==> config.mk <==
export PLATFORM = sky130hd
export DESIGN_NAME = aes_dec_sched_flat
export DESIGN_NICKNAME = d
export VERILOG_FILES = /design/src/rtl/aes_pkg.sv /design/src/rtl/aes_dec_sched_if.sv /design/src/rtl/aes_sync_fifo.sv /design/src/rtl/aes_dec_sched.sv /design/src/flat_wrapper.sv
export SDC_FILE = /design/constraint.sdc
export NUM_CORES = 2
export LEC_CHECK = 0
export BUFFER_PORTS_ARGS = -buffer_cell sky130_fd_sc_hd__buf_2
export CORE_UTILIZATION = 59
export CTS_CLUSTER_DIAMETER = 200
export DETAILED_ROUTE_END_ITERATION = 8
export PLACE_DENSITY = 0.91
export REMOVE_ABC_BUFFERS = 1
export SLEW_MARGIN = 20
export SYNTH_ARGS = -nofsm -noshare
export SYNTH_HDL_FRONTEND = slang
export SYNTH_SLANG_ARGS = --single-unit
==> constraint.sdc <==
create_clock -name clk -period 12.4 [get_ports clk]
set_input_delay 0.62 -clock clk [delete_from_list [all_inputs] [get_ports clk]]
set_output_delay 0.62 -clock clk [all_outputs]
set_load 0.1 [all_outputs]
==> src/rtl/aes_pkg.sv <==
// Shared AES constants and the scheduler state encoding.
package aes_pkg;

    localparam int AES_BLOCK_W = 128;
    localparam int AES_KEY_W   = 128;

    typedef enum logic [1:0] {
        IDLE    = 2'd0,
        KEY_EXP = 2'd1,
        RUN     = 2'd2,
        DRAIN   = 2'd3
    } sched_state_t;

endpackage

==> src/rtl/aes_dec_sched_if.sv <==
// One valid/ready block stream; master is the producer, slave the consumer.
interface aes_dec_sched_if;
    import aes_pkg::*;

    logic                   valid;
    logic                   ready;
    logic [AES_BLOCK_W-1:0] data;

    modport master (output valid, output data, input ready);
    modport slave  (input valid, input data, output ready);

endinterface

==> src/rtl/aes_sync_fifo.sv <==
// First-word-fall-through synchronous FIFO; head reads as zero while empty.
module aes_sync_fifo #(
    parameter int WIDTH = 128,
    parameter int DEPTH = 16
) (
    input  logic             clk,
    input  logic             rst_n,
    input  logic             push,
    input  logic [WIDTH-1:0] push_data,
    input  logic             pop,
    output logic [WIDTH-1:0] pop_data,
    output logic             empty,
    output logic             full
);

    localparam int AW = $clog2(DEPTH);

    logic [WIDTH-1:0] mem [DEPTH];
    logic [AW:0]      wr_ptr;
    logic [AW:0]      rd_ptr;
    logic             do_push;
    logic             do_pop;

    assign empty    = (wr_ptr == rd_ptr);
    assign full     = (wr_ptr[AW] != rd_ptr[AW]) && (wr_ptr[AW-1:0] == rd_ptr[AW-1:0]);
    assign do_pop   = pop && !empty;
    // A pop frees the slot this cycle, so a push into a full FIFO is legal alongside it.
    assign do_push  = push && (!full || do_pop);
    assign pop_data = empty ? '0 : mem[rd_ptr[AW-1:0]];

    always_ff @(posedge clk) begin
        if (do_push) begin
            mem[wr_ptr[AW-1:0]] <= push_data;
        end
    end

    always_ff @(posedge clk or negedge rst_n) begin
        if (!rst_n) begin
            wr_ptr <= '0;
            rd_ptr <= '0;
        end else begin
            if (do_push) wr_ptr <= wr_ptr + (AW+1)'(1);
            if (do_pop)  rd_ptr <= rd_ptr + (AW+1)'(1);
        end
    end

endmodule

==> src/rtl/aes_dec_sched.sv <==
// Key/block scheduler around an AES decryption core: key expansion sequencing,
// credit-limited block issue and a FWFT result buffer.
module aes_dec_sched
    import aes_pkg::*;
#(
    parameter int FIFO_DEPTH    = 16,
    parameter int KEYEXP_CYCLES = 11
) (
    input  logic                   clk,
    input  logic                   rst,
    input  logic [AES_KEY_W-1:0]   key,
    input  logic                   key_load,
    output logic                   key_busy,
    aes_dec_sched_if.slave         s,
    aes_dec_sched_if.master        m,
    output logic [AES_BLOCK_W-1:0] core_in,
    output logic [AES_KEY_W-1:0]   core_key,
    output logic                   core_enable,
    output logic                   core_fsm_en,
    input  logic [AES_BLOCK_W-1:0] core_out,
    input  logic                   core_valid_out,
    output logic                   err_ovf
);

    localparam int CW = $clog2(FIFO_DEPTH) + 1;
    localparam int KW = $clog2(KEYEXP_CYCLES + 1);
    localparam logic [CW-1:0] CNT_MAX = CW'(FIFO_DEPTH);
    localparam logic [KW-1:0] KX_LAST = KW'(KEYEXP_CYCLES);

    sched_state_t         state;
    sched_state_t         state_nxt;
    logic                 kx_start;
    logic [KW-1:0]        kx_cnt;
    logic [CW-1:0]        outstanding;
    logic [CW-1:0]        inflight;
    logic [AES_KEY_W-1:0] key_q;
    logic                 accept;
    logic                 pop;
    logic                 results_open;
    logic                 core_ok;
    logic                 fifo_empty;
    logic                 fifo_full;

    assign key_busy     = (state != RUN);
    assign s.ready      = (state == RUN) && (outstanding < CNT_MAX) && !key_load;
    assign accept       = s.valid && s.ready;
    assign pop          = m.valid && m.ready;
    assign results_open = (state == RUN) || (state == DRAIN);
    assign core_ok      = core_valid_out && results_open;
    assign m.valid      = !fifo_empty;
    assign core_key     = key_q;

    always_comb begin
        state_nxt = state;
        kx_start  = 1'b0;
        case (state)
            IDLE: begin
                if (key_load) begin
                    state_nxt = KEY_EXP;
                    kx_start  = 1'b1;
                end
            end
            KEY_EXP: begin
                if (key_load)               kx_start  = 1'b1;
                else if (kx_cnt == KX_LAST) state_nxt = RUN;
            end
            RUN: begin
                if (key_load) state_nxt = DRAIN;
            end
            DRAIN: begin
                if (inflight == '0) begin
                    state_nxt = KEY_EXP;
                    kx_start  = 1'b1;
                end
            end
            default: state_nxt = IDLE;
        endcase
    end

    // The pulse cycle is KEY_EXP cycle 0; KEYEXP_CYCLES further cycles follow before RUN.
    always_ff @(posedge clk or negedge rst) begin
        if (!rst) begin
            state       <= IDLE;
            kx_cnt      <= '0;
            core_fsm_en <= 1'b0;
            key_q       <= '0;
        end else begin
            state       <= state_nxt;
            core_fsm_en <= kx_start;
            if (kx_start)                               kx_cnt <= '0;
            else if (state == KEY_EXP && kx_cnt != KX_LAST) kx_cnt <= kx_cnt + KW'(1);
            if (key_load) key_q <= key;
        end
    end

    always_ff @(posedge clk or negedge rst) begin
        if (!rst) begin
            outstanding <= '0;
            inflight    <= '0;
            core_enable <= 1'b0;
            core_in     <= '0;
            err_ovf     <= 1'b0;
        end else begin
            case ({accept, pop})
                2'b10:   if (outstanding != CNT_MAX) outstanding <= outstanding + CW'(1);
                2'b01:   if (outstanding != '0)      outstanding <= outstanding - CW'(1);
                default: outstanding <= outstanding;
            endcase
            case ({accept, core_ok})
                2'b10:   if (inflight != CNT_MAX) inflight <= inflight + CW'(1);
                2'b01:   if (inflight != '0)      inflight <= inflight - CW'(1);
                default: inflight <= inflight;
            endcase
            core_enable <= accept;
            core_in     <= accept ? s.data : '0;
            if ((core_ok && fifo_full && !pop) || (core_valid_out && !results_open)) begin
                err_ovf <= 1'b1;
            end
        end
    end

    aes_sync_fifo #(
        .WIDTH (AES_BLOCK_W),
        .DEPTH (FIFO_DEPTH)
    ) u_fifo (
        .clk       (clk),
        .rst_n     (rst),
        .push      (core_ok),
        .push_data (core_out),
        .pop       (pop),
        .pop_data  (m.data),
        .empty     (fifo_empty),
        .full      (fifo_full)
    );

endmodule

==> src/flat_wrapper.sv <==
// flat-port wrapper written by rule: the top's interface ports become plain ports
module aes_dec_sched_flat import aes_pkg::*;
#(
    parameter int FIFO_DEPTH    = 16,
    parameter int KEYEXP_CYCLES = 11
)
  (clk, rst, key, key_load, key_busy, core_in, core_key, core_enable, core_fsm_en, core_out, core_valid_out, err_ovf, s_valid, s_data, s_ready, m_valid, m_data, m_ready);
  aes_dec_sched_if s_i ();
  aes_dec_sched_if m_i ();
  input  logic clk;
  input  logic rst;
  input  logic [AES_KEY_W-1:0] key;
  input  logic key_load;
  output logic key_busy;
  output logic [AES_BLOCK_W-1:0] core_in;
  output logic [AES_KEY_W-1:0] core_key;
  output logic core_enable;
  output logic core_fsm_en;
  input  logic [AES_BLOCK_W-1:0] core_out;
  input  logic core_valid_out;
  output logic err_ovf;
  input wire logic [$bits(s_i.valid)-1:0] s_valid;
  input wire logic [$bits(s_i.data)-1:0] s_data;
  output wire logic [$bits(s_i.ready)-1:0] s_ready;
  output wire logic [$bits(m_i.valid)-1:0] m_valid;
  output wire logic [$bits(m_i.data)-1:0] m_data;
  input wire logic [$bits(m_i.ready)-1:0] m_ready;
  assign s_i.valid = s_valid;
  assign s_i.data = s_data;
  assign s_ready = s_i.ready;
  assign m_valid = m_i.valid;
  assign m_data = m_i.data;
  assign m_i.ready = m_ready;
  aes_dec_sched #(.FIFO_DEPTH(FIFO_DEPTH), .KEYEXP_CYCLES(KEYEXP_CYCLES)) u_core (.clk(clk), .rst(rst), .key(key), .key_load(key_load), .key_busy(key_busy), .s(s_i), .m(m_i), .core_in(core_in), .core_key(core_key), .core_enable(core_enable), .core_fsm_en(core_fsm_en), .core_out(core_out), .core_valid_out(core_valid_out), .err_ovf(err_ovf));
endmodule
==> flow_metrics.py <==
metrics = {
    "power": {
        "power.internal_mw": 15.5,
        "fraction_of_power_consumed_by_combinational_cells": 0.383,
        "p_switching_mw": 10.9,
        "pwr_density_cell_mw_per_mm2": 260,
        "share_clk_of_total_power": 0.263,
        "power.share.switching": 0.412,
        "peakVddDrop_mv": 0.343,
        "leakagePower_nw": 35.4,
        "sequentialPowerShare": 0.354,
    },
    "yosys": {
        "postSynthCellCount": 3885,
        "postSynthRegisterBits": 2333,
        "postSynth.asyncResetShare": 0.122,
        "synth_enable_flop_cells": 2048,
        "ys_warn_count": 0,
        "synth_seq_area_share": 0.786,
        "netlist_area_mm2": 0.0873,
        "postSynth.topFlopCell": "edfxtp_1",
        "postSynthAreaPerCell_um2": 22.5,
        "synth_cell_type_count": 41,
    },
    "layout": {
        "final_common_cell": "edfxtp_1",
        "regArea_mm2": 0.0686,
        "most-common-layout-cells": "edfxtp_1, buf_2, mux4_2, dfrtp_1, a22oi_1",
        "count_of_placed_standard_cells_in_the_final_layout_fillers_left_out": 6955,
        "area_growth_pct": 16.1,
        "design.final.nets": 5201,
        "num-fill-cells": 8344,
        "multiInputGateArea_mm2": 0.0176,
        "post_route_cells_drive_above_1_share": 0.370,
    },
    "setup_path": {
        "regToRegSetupSlack_ns": 7.56,
        "rr_worst_depth": 7,
        "timing.critical_path.fanout_max": 72,
        "critical_path.max_stage_delay_ns": 0.95,
        "criticalPathCategory": "reg -> out",
        "crit_path_cell_trace": "buf_4 > buf_4 > buf_4 > mux4_2 > a22oi_1 > a21oi_1 > buf_2",
        "worstPathRequired_ns": 11.78,
        "cp_common_cell": "buf_4",
        "kind_of_cell_adding_the_most_delay_to_the_critical_path": "buffers and inverters",
        "buf_inv_on_cp": 4,
        "cp_slowest_cell": "buf_4",
        "worstSetupStartpointType": "flip-flop",
        "r2r-start": "u_core.u_fifo.rd_ptr[0]",
        "worst_r2r_endpoint": "u_core.u_fifo.mem[4][78]",
        "critical_path_arrival_ns": 6.28,
        "end_kind": "output pin",
    },
    "placed_design": {
        "place_inst": 6412,
        "post-dp-hpwl_um": 141000,
        "placement.io_buffers": 779,
        "gp_routability_congestion": 0.959,
        "placement.setup.worst_slack_ns": 6.63,
    },
    "outcome": {
        "run_status": "finished, final reports clean",
    },
    "run": {
        "max_cap_violations": 0,
    },
    "floorplan": {
        "std_cell_rows": 140,
        "die_footprint_mm2": 0.150,
        "die-height_um": 387,
        "num_io_pins": 780,
        "start_util": 0.597,
        "floorplan.die.width_um": 387,
        "fp.coreArea_mm2": 0.146,
    },
    "sta": {
        "fin_worst_hold_slack_ns": 0.0358,
        "hold_violations": 0,
        "worst_clock_skew_ns": 0.0902,
        "rsz0062_at_grt": "no",
        "finalMaxSlewViolations": 0,
        "worst_margin_pin_slew_ns": 1.28,
        "slew_headroom": 0.147,
        "finalWorstPathRequiredPeriod_ns": 6.90,
        "tns_ns": 0,
        "finalCritPeriodShare": 0.556,
        "finalSetupViolCount": 0,
        "maxClockFrequency_mhz": 145,
        "final_critical_path_setup_slack_ns": 5.50,
    },
    "cts": {
        "max-clock-path-buffers": 3,
        "cts.clk_slew.worst_paths_ns": 0.06,
        "post_cts_buffers": 0,
        "cts_tree": "built",
        "hold_buffers": 77,
        "post_cts_resized": 0,
        "cts.root.buffer_cell": "clkbuf_16",
        "clock-sinks": 2333,
        "insertion_delay_of_the_later_clocked_pin_in_the_worst_skew_pair_ns": 0.88,
        "cts.htree.levels": 4,
        "clock_buffers_created_by_tritoncts": 215,
    },
    "grt": {
        "pin_count_of_the_biggest_net_entering_global_routing": 129,
        "track_usage": 0.355,
        "first_global_vias": 48256,
        "antenna_found_initial": 72,
        "grt_pass1_wl_um": 369000,
        "grt_remaining_overflow": 0,
    },
    "worst_hold_path": {
        "worstHoldPathCells": 2,
        "timing.hold.worst.class": "in -> reg",
        "launch_instance_of_the_worst_min_delay_path": "s_data[113]",
        "min_to": "u_core.core_in[113]",
    },
    "route": {
        "wl_um": 267000,
        "drt-initial-drc-count": 6877,
        "avgRoutedWirePerCell_um": 38.4,
        "count_of_antenna_violating_nets_left_after_detailed_routing": 0,
        "vias": 48409,
        "vias_per_cell": 6.96,
        "remaining_drc_errors": 0,
        "firstDrtPassIters": 7,
    },
}
-- synthesized netlist by cell type, drive strengths merged (12+ instances only) --
library cell / number / area (um2)
xor2: 16 / 140
edfxtp: 2048 / 61500
ha: 21 / 263
mux2: 130 / 1460
a21oi: 136 / 681
inv: 14 / 52.6
dfrtp: 285 / 7130
o21ai: 12 / 60.1
and3: 144 / 901
clkbuf: 110 / 415
buf: 122 / 771
a22oi: 256 / 1920
nand2: 20 / 77.6
mux4: 512 / 11500
-- sequential cells by signal, indices dropped and copies added, names as in the netlist --
signal and cells:
u_core.core_fsm_en 1, u_core.err_ovf 1, u_core.core_enable 1, u_core.u_fifo.wr_ptr 5, u_core.state 2, u_core.u_fifo.mem 2048
u_core.inflight 5, u_core.outstanding 5, u_core.u_fifo.rd_ptr 5, u_core.kx_cnt 4, u_core.core_key 128, u_core.core_in 128
-- power groups by stage --
stage / Sequential, mW / Combinational (mW) / Clock (mW)
after floorplan: 10.3 / 8.27 / 0
after global placement: 9.42 / 9.65 / 0
after detailed placement: 9.47 / 9.85 / 0
after CTS: 9.34 / 10.1 / 6.94
after global routing: 9.37 / 10.3 / 7.21
final: 9.34 / 10.1 / 6.93
-- cell families (layout without fill, tap and decap cells) --
logic type,count (synthesis),after routing,synth area share
AOI/OAI and AO/OA,414,414,0.0314
xor gates and xnor gates,24,24,0.00241
adders and majority gates,22,22,0.00324
buffers and inverters,246,1334,0.0142
DFF,2333,2333,0.786
muxes,645,645,0.149
other,0,65,0
and+or+nand+nor,201,201,0.0136
-- area by class of cell --
class | count | share of cell area
clock inverter | 148 | 0.0170
tap | 1917 | 0.0237
clock buffer | 253 | 0.0553
timing repair buffer | 919 | 0.0518
antenna | 65 | 0.00160
multi-input combinational | 1306 | 0.173
sequential | 2333 | 0.677
inverter | 14 | 0.000518
-- per-layer routing --
metal / up-vias / global-route usage / wire length [um]
met5: - / 0 / 200
met2: 4397 / 0.592 / 135000
met3: 832 / 0.0864 / 29500
met4: 28 / 0.210 / 16900
li1: 18175 / - / -
met1: 24977 / 0.422 / 85100
-- how the worst max path moves through the flow --
| stage | start | end | slack (ns) | depth (start not counted) |
|---|---|---|---|---|
| global route | u_core.u_fifo.rd_ptr[1] | m_data[102] | 5.41 | 7 |
| floorplan | u_core.u_fifo.rd_ptr[0] | u_core.u_fifo.mem[3][0] | -16.32 | 5 |
| global placement | u_core.u_fifo.rd_ptr[1] | m_data[102] | 6.72 | 7 |
| detailed placement | u_core.u_fifo.rd_ptr[1] | m_data[102] | 6.63 | 7 |
| CTS | u_core.u_fifo.rd_ptr[1] | m_data[102] | 5.61 | 7 |
| finish | u_core.u_fifo.rd_ptr[1] | m_data[102] | 5.50 | 7 |
-- per-stage QoR --
step / area, um2 / util / total power [mW]
floorplan: 86100 / - / 18.6
global placement: 93100 / 0.637 / 19.1
detailed placement: 93100 / 0.637 / 19.3
CTS: 101000 / 0.692 / 26.3
global route: 101000 / 0.693 / 26.9
finish: 101000 / 0.693 / 26.4
No activity file was read; power rests on OpenSTA's default activity.
